`src/rtl/branch_resolve_unit_pkg.sv`:
```
// Shared types for the RV32I branch path.
// Holds the in-flight branch queue entry layout and the sequential PC increment.
// The predictor index width is fixed here so that the queue entry matches the
// default gshare table size.
package rv32i_types;

   localparam int          BHT_IDX_SIZE = 4;
   localparam logic [31:0] PC_INCR      = 32'd4;

   typedef struct packed {
      logic                    pred;
      logic [BHT_IDX_SIZE-1:0] pred_idx;
      logic [31:0]             pc;
      logic [31:0]             pred_addr;
   } br_entry_t;

endpackage

```
`src/rtl/branch_resolve_unit_queue.sv`:
```
// branch_queue: generic circular FIFO with push, pop and whole-queue clear.
// Ports:
//   clk, rst     clock, synchronous active-high reset
//   push, din    write din at the tail (caller guarantees !full)
//   pop          drop the head entry (caller guarantees count != 0)
//   clear        empty the queue; overrides any push/pop in the same cycle
//   head         entry at the read pointer
//   count        number of valid entries (0..DEPTH)
//   full         count == DEPTH, from registered state only
module branch_queue #(
   parameter int WIDTH = 8,
   parameter int DEPTH = 4,
   localparam int PTR_W = $clog2(DEPTH)
) (
   input  logic             clk,
   input  logic             rst,
   input  logic             push,
   input  logic [WIDTH-1:0] din,
   input  logic             pop,
   input  logic             clear,
   output logic [WIDTH-1:0] head,
   output logic [PTR_W:0]   count,
   output logic             full
);

   logic [WIDTH-1:0] mem [DEPTH];
   logic [PTR_W-1:0] wr_ptr;
   logic [PTR_W-1:0] rd_ptr;

   // Storage carries no reset; validity is tracked by count alone.
   always_ff @(posedge clk) begin
      if (push && !clear) begin
         mem[wr_ptr] <= din;
      end
   end

   always_ff @(posedge clk) begin
      if (rst) begin
         wr_ptr <= '0;
         rd_ptr <= '0;
         count  <= '0;
      end else if (clear) begin
         // Everything in flight is discarded; realigning rd_ptr to wr_ptr
         // empties the ring without touching storage.
         rd_ptr <= wr_ptr;
         count  <= '0;
      end else begin
         if (push) wr_ptr <= wr_ptr + 1'b1;
         if (pop)  rd_ptr <= rd_ptr + 1'b1;
         case ({push, pop})
            2'b10:   count <= count + 1'b1;
            2'b01:   count <= count - 1'b1;
            default: count <= count;
         endcase
      end
   end

   assign head = mem[rd_ptr];
   assign full = (count == (PTR_W+1)'(DEPTH));

endmodule

```
`src/rtl/branch_resolve_unit.sv`:
```
// branch_resolve_unit: EX-side resolution of predicted conditional branches.
// Queues each branch issued by ID with its prediction, checks the oldest one
// when EX resolves it, raises flush/redirect on a mispredict, trains the
// predictor one cycle later and keeps hit/miss statistics.
// Ports:
//   clk, rst                      clock, synchronous active-high reset
//   id_push, id_pred, id_pred_idx, id_pc, id_pred_addr
//                                 branch issued by ID with its prediction
//   id_full                       queue full, ID must stall branch issue
//   ex_resolve, ex_taken, ex_target
//                                 actual outcome of the oldest branch
//   flush, redirect_pc            same-cycle mispredict squash and fetch PC
//   pred_update, pred_taken, pred_update_idx
//                                 registered predictor training port
//   br_total, br_mispred          resolved / mispredicted branch counters
module branch_resolve_unit
   import rv32i_types::*;
#(
   parameter int IDX_SIZE = 4,
   parameter int DEPTH    = 4
) (
   input  logic                clk,
   input  logic                rst,
   input  logic                id_push,
   input  logic                id_pred,
   input  logic [IDX_SIZE-1:0] id_pred_idx,
   input  logic [31:0]         id_pc,
   input  logic [31:0]         id_pred_addr,
   output logic                id_full,
   input  logic                ex_resolve,
   input  logic                ex_taken,
   input  logic [31:0]         ex_target,
   output logic                flush,
   output logic [31:0]         redirect_pc,
   output logic                pred_update,
   output logic                pred_taken,
   output logic [IDX_SIZE-1:0] pred_update_idx,
   output logic [31:0]         br_total,
   output logic [31:0]         br_mispred
);

   localparam int PTR_W = $clog2(DEPTH);
   localparam int ENT_W = $bits(br_entry_t);

   br_entry_t          push_entry;
   br_entry_t          head;
   logic [ENT_W-1:0]   head_bits;
   logic [PTR_W:0]     count;
   logic               push;
   logic               valid_resolve;
   logic               mispredict;

   assign push_entry = '{pred:      id_pred,
                         pred_idx:  BHT_IDX_SIZE'(id_pred_idx),
                         pc:        id_pc,
                         pred_addr: id_pred_addr};

   // A push during a mispredict is wrong-path and is discarded; a push while
   // full is dropped even if the head pops this cycle.
   assign push = id_push && !id_full && !flush;

   branch_queue #(
      .WIDTH (ENT_W),
      .DEPTH (DEPTH)
   ) u_queue (
      .clk   (clk),
      .rst   (rst),
      .push  (push),
      .din   (push_entry),
      .pop   (valid_resolve),
      .clear (flush),
      .head  (head_bits),
      .count (count),
      .full  (id_full)
   );

   assign head = br_entry_t'(head_bits);

   // Compare against the head entry; a correctly predicted taken branch can
   // still mispredict if the computed target differs from the recorded one.
   assign valid_resolve = ex_resolve && (count != '0);
   assign mispredict    = (ex_taken != head.pred) ||
                          (ex_taken && head.pred && (ex_target != head.pred_addr));
   assign flush         = valid_resolve && mispredict;
   assign redirect_pc   = !flush   ? 32'd0     :
                          ex_taken ? ex_target : head.pc + PC_INCR;

   // Training stage: one cycle after the resolve.
   always_ff @(posedge clk) begin
      if (rst) begin
         pred_update     <= 1'b0;
         pred_taken      <= 1'b0;
         pred_update_idx <= '0;
      end else begin
         pred_update <= valid_resolve;
         if (valid_resolve) begin
            pred_taken      <= ex_taken;
            pred_update_idx <= IDX_SIZE'(head.pred_idx);
         end
      end
   end

   always_ff @(posedge clk) begin
      if (rst) begin
         br_total   <= '0;
         br_mispred <= '0;
      end else begin
         if (valid_resolve) br_total   <= br_total + 32'd1;
         if (flush)         br_mispred <= br_mispred + 32'd1;
      end
   end

endmodule

```
`config.mk`:
```
export PLATFORM = sky130hd
export DESIGN_NAME = branch_resolve_unit
export DESIGN_NICKNAME = d
export VERILOG_FILES = /design/src/rtl/branch_resolve_unit_pkg.sv /design/src/rtl/branch_resolve_unit_queue.sv /design/src/rtl/branch_resolve_unit.sv
export SDC_FILE = /design/constraint.sdc
export NUM_CORES = 1
export LEC_CHECK = 0
export CAP_MARGIN = 5
export CORE_MARGIN = 2
export CORE_UTILIZATION = 55
export CTS_BUF_LIST = sky130_fd_sc_hd__clkbuf_4
export CTS_CLUSTER_DIAMETER = 100
export DETAILED_ROUTE_END_ITERATION = 8
export PLACE_DENSITY_LB_ADDON = 0.08
export SLEW_MARGIN = 20
export SYNTH_ARGS = -nofsm -noshare
export SYNTH_HDL_FRONTEND = slang
export SYNTH_SLANG_ARGS = --single-unit
```
`constraint.sdc`:
```
create_clock -name clk -period 6.8 [get_ports clk]
set_input_delay 1.02 -clock clk [delete_from_list [all_inputs] [get_ports clk]]
set_output_delay 1.02 -clock clk [all_outputs]
set_load 0.05 [all_outputs]
```
==> results.json, run 1 <==
{
  "status": "complete, no violations",
  "finalWirelength_um": 34300,
  "relSlewSlack_pct": 39.7,
  "power_density_mw_per_mm2": 326,
  "ys.flop_type": "edfxtp_1",
  "setup_tns_ns": 0,
  "clkPwrFrac_pct": 28.9,
  "ys_ff_latch": 355,
  "instances_no_fill": 1682,
  "drt_iter0_drc": 801,
  "synth_top_area_share_pct": 55.1,
  "min_from": "pred_update_idx[3]",
  "antenna_found_initial": 2,
  "hold_viol_final": 0,
  "synth_edf_count": 276,
  "drive_gt1_share_pct": 18.5,
  "cts_resized": 0,
  "yosysMostFrequentCell": "edfxtp_1",
  "switchingPower_uw": 1860,
  "yosysWarnings": 0,
  "final_antenna_net_count": 0,
  "io-pin-count": 210,
  "internal_power_uw": 4200,
  "fmax_mhz": 163,
  "grt_pass1_wl_um": 52100,
  "path_cells": "buf_4 -> mux4_1 -> xnor2_1 -> nand4_1 -> nor4_1 -> a21boi_2 -> o21ai_4 -> buf_12 -> a21oi_1 -> clkdlybuf4s50_1",
  "finClkSkew_ns": 0.0499,
  "slowest_stage": "clkdlybuf4s50_1",
  "overflow": 0,
  "rsz0062_at_grt": "false",
  "cts_inserted_buffers": 90,
  "finalCritPeriodShare_pct": 90.0,
  "ys_async_sr_fraction_pct": 0,
  "clkSlewWorstSetupHoldPaths_ns": 0.07,
  "grt_max_degree": 89,
  "firstDrtPassIters": 5,
  "placementRows": 60,
  "critical_path_peak_fanout": 49,
  "clock-sinks": 355,
  "slew_viol_final": 0,
  "power_frac_seq_pct": 45.0,
  "crit_arrival_ns": 5.10,
  "fin_crit_ns": 6.12,
  "worst_slew_pin_slew_ns": 0.905,
  "switching_share_pct": 30.6,
  "cp-start-kind": "register",
  "grt_pass1_vias": 9489,
  "hold_class": "reg -> reg",
  "synth.area.top_cells": "edfxtp_1, dfxtp_1, mux4_2, xnor2_1, xor2_1",
  "cts_tree": "built",
  "hold_buffers": 0,
  "combinationalPowerShare_pct": 26.2,
  "cap_violations": 0,
  "synth_seq_area_share_pct": 65.6,
  "dr_total_vias": 9506,
  "nets": 1391,
  "die_w_um": 169,
  "dpl.hpwl_um": 22900,
  "drc": 0,
  "p_leak_uw": 0.00613,
  "core_sq_mm": 0.0269,
  "gp_congestion": 0.789,
  "syn_nets": 1120,
  "yosysUniqueCellTypes": 58,
  "end_kind": "output port",
  "die-area_sq_mm": 0.0287,
  "cts_root_buf": "clkbuf_4",
  "viasPerCell": 5.65,
  "irDropWorstVdd_mv": 0.167,
  "syn_avg_cell_area_sq_um": 15.0,
  "setup_viol": 0,
  "dieHeight_um": 169,
  "clockBufferDepth": 3,
  "start_util_pct": 56.0,
  "synthesis.area_sq_mm": 0.0150,
  "synth_area_leader_cell": "edfxtp_1",
  "crit_required_ns": 5.78,
  "synth.top_cells.by_count": "edfxtp_1, nor2_1, dfxtp_1, nand2_1, mux4_2",
  "critPathMaxStageDelay_ns": 0.74,
  "critical_path_class": "reg -> out",
  "netlist_instances": 1004,
  "syn2layout_area_growth_pct": 23.7,
  "grt_use_total_pct": 24.1,
  "p_total_uw": 6060,
  "htreeDepth": 3,
  "wl_per_cell_um": 20.4,
  "post_cts_buffers": 0,
  "clock_latency_ns": 0.72,
  "dp_cells": 1524,
  "io_buffers": 209
}
==> metal layers <==
| metal | vias up | track usage, % | wire length [um] |
|---|---|---|---|
| met3 | 58 | 6.34 | 2760 |
| met4 | 2 | 9.51 | 957 |
| met5 | - | 0 | 13 |
| met1 | 4645 | 32.2 | 14500 |
| met2 | 382 | 38.3 | 16000 |
| li1 | 4419 | - | - |
==> through the flow <==
stage / hold WS, ns / worst slack (ns) / area [sq um] / utilization (%)
after global routing: 0.492 / 0.294 / 18600 / 69.2
final: 0.451 / 0.678 / 18600 / 69.2
after global placement: 0.443 / 1.31 / 17500 / 65.0
after CTS: 0.455 / 0.572 / 18600 / 69.2
after floorplan: 0.487 / 1.89 / 15000 / -
after detailed placement: 0.447 / 1.31 / 17500 / 65.0
==> critical path, delay by kind of cell, from the launching register on <==
| family | cells | cell delay (ns) |
|---|---|---|
| muxes | 1 | 0.62 |
| buffers and inverters | 3 | 1.51 |
| xor gates and xnor gates | 1 | 0.17 |
| and+or+nand+nor | 2 | 0.52 |
| DFF | 1 | 0.63 |
| AOI/OAI and AO/OA | 3 | 0.93 |
==> final cells by class <==
| type | count | area, sq um |
|---|---|---|
| flip-flops and latches | 355 | 9870 |
| fillers | 1928 | 8270 |
| multi-input cells | 587 | 4820 |
| repair buffers | 224 | 2290 |
| clock buffers | 139 | 1040 |
| well taps | 341 | 427 |
| clock inverters | 18 | 87.6 |
| inverters | 17 | 63.8 |
| diodes | 1 | 2.50 |
==> kinds of logic after synthesis <==
group	Yosys count	synth area share, %
adder cells (fa/ha/maj)	10	0.882
AND/OR/NAND/NOR	308	10.2
XOR/XNOR	95	5.58
buffers and inverters	62	2.44
AO/OA/AOI/OAI	91	3.72
flip-flops	355	65.6
multiplexers	83	11.6
==> flip-flops by register name, indices dropped and copies added (netlist names), named ones only <==
signal           flops
u_queue.mem        276
pred_update_idx      4
pred_taken           1
u_queue.count        3
u_queue.wr_ptr       2
u_queue.rd_ptr       2
br_total            32
br_mispred          32
pred_update          1
==> path summary, 6_finish.rpt <==
| path | to | slack (ns) | depth (start not counted) |
|---|---|---|---|
| worst min-delay path | pred_update_idx[3] | 0.45 | 2 |
| worst max register to register | u_queue.mem[2][51] | 1.55 | 11 |
| worst max-delay path | redirect_pc[31] | 0.68 | 10 |
| worst min register to register | pred_update_idx[3] | 0.45 | 2 |
==> power groups by stage <==
stage / combinational, uW / clock (uW) / sequential [uW]
2_1_floorplan: 1090 / 0 / 2790
5_1_grt: 1690 / 1900 / 2750
3_5_place_dp: 1590 / 0 / 2770
6_report: 1580 / 1750 / 2720
4_1_cts: 1600 / 1800 / 2730
3_3_place_gp: 1580 / 0 / 2760
==> cell usage in the layout, fill, tap and decap left out, types with 5 or more instances in the layout <==
master           count
edfxtp_1           276
a21oi_1             46
xor2_1              46
clkinv_1            14
or4_1                9
mux2_4               5
nor2b_1              9
o31ai_1              7
ha_1                 9
and3_1              18
nand3_1             32
clkbuf_4           139
nand2_1             69
dfxtp_1             77
mux2i_1              9
clkdlybuf4s50_1    208
xnor2_1             48
mux4_1               7
nor4_1               5
nand2b_1             5
and2_1               5
inv_1               14
or3_1               13
nor2_1              95
o21ai_0             11
a211oi_1             7
buf_4                8
mux4_2              62
buf_12               7
nand4_1             22
Power figures use the tool's default switching activity.
==> inputs of run 2 (changes only) <==
- CAP_MARGIN: 5 -> 20
- CTS_CLUSTER_DIAMETER: 100 -> 60
- SLEW_MARGIN: 20 -> 25
==> results of run 2 <==
The final DEF is identical to that of run 1; final timing and power are the same.
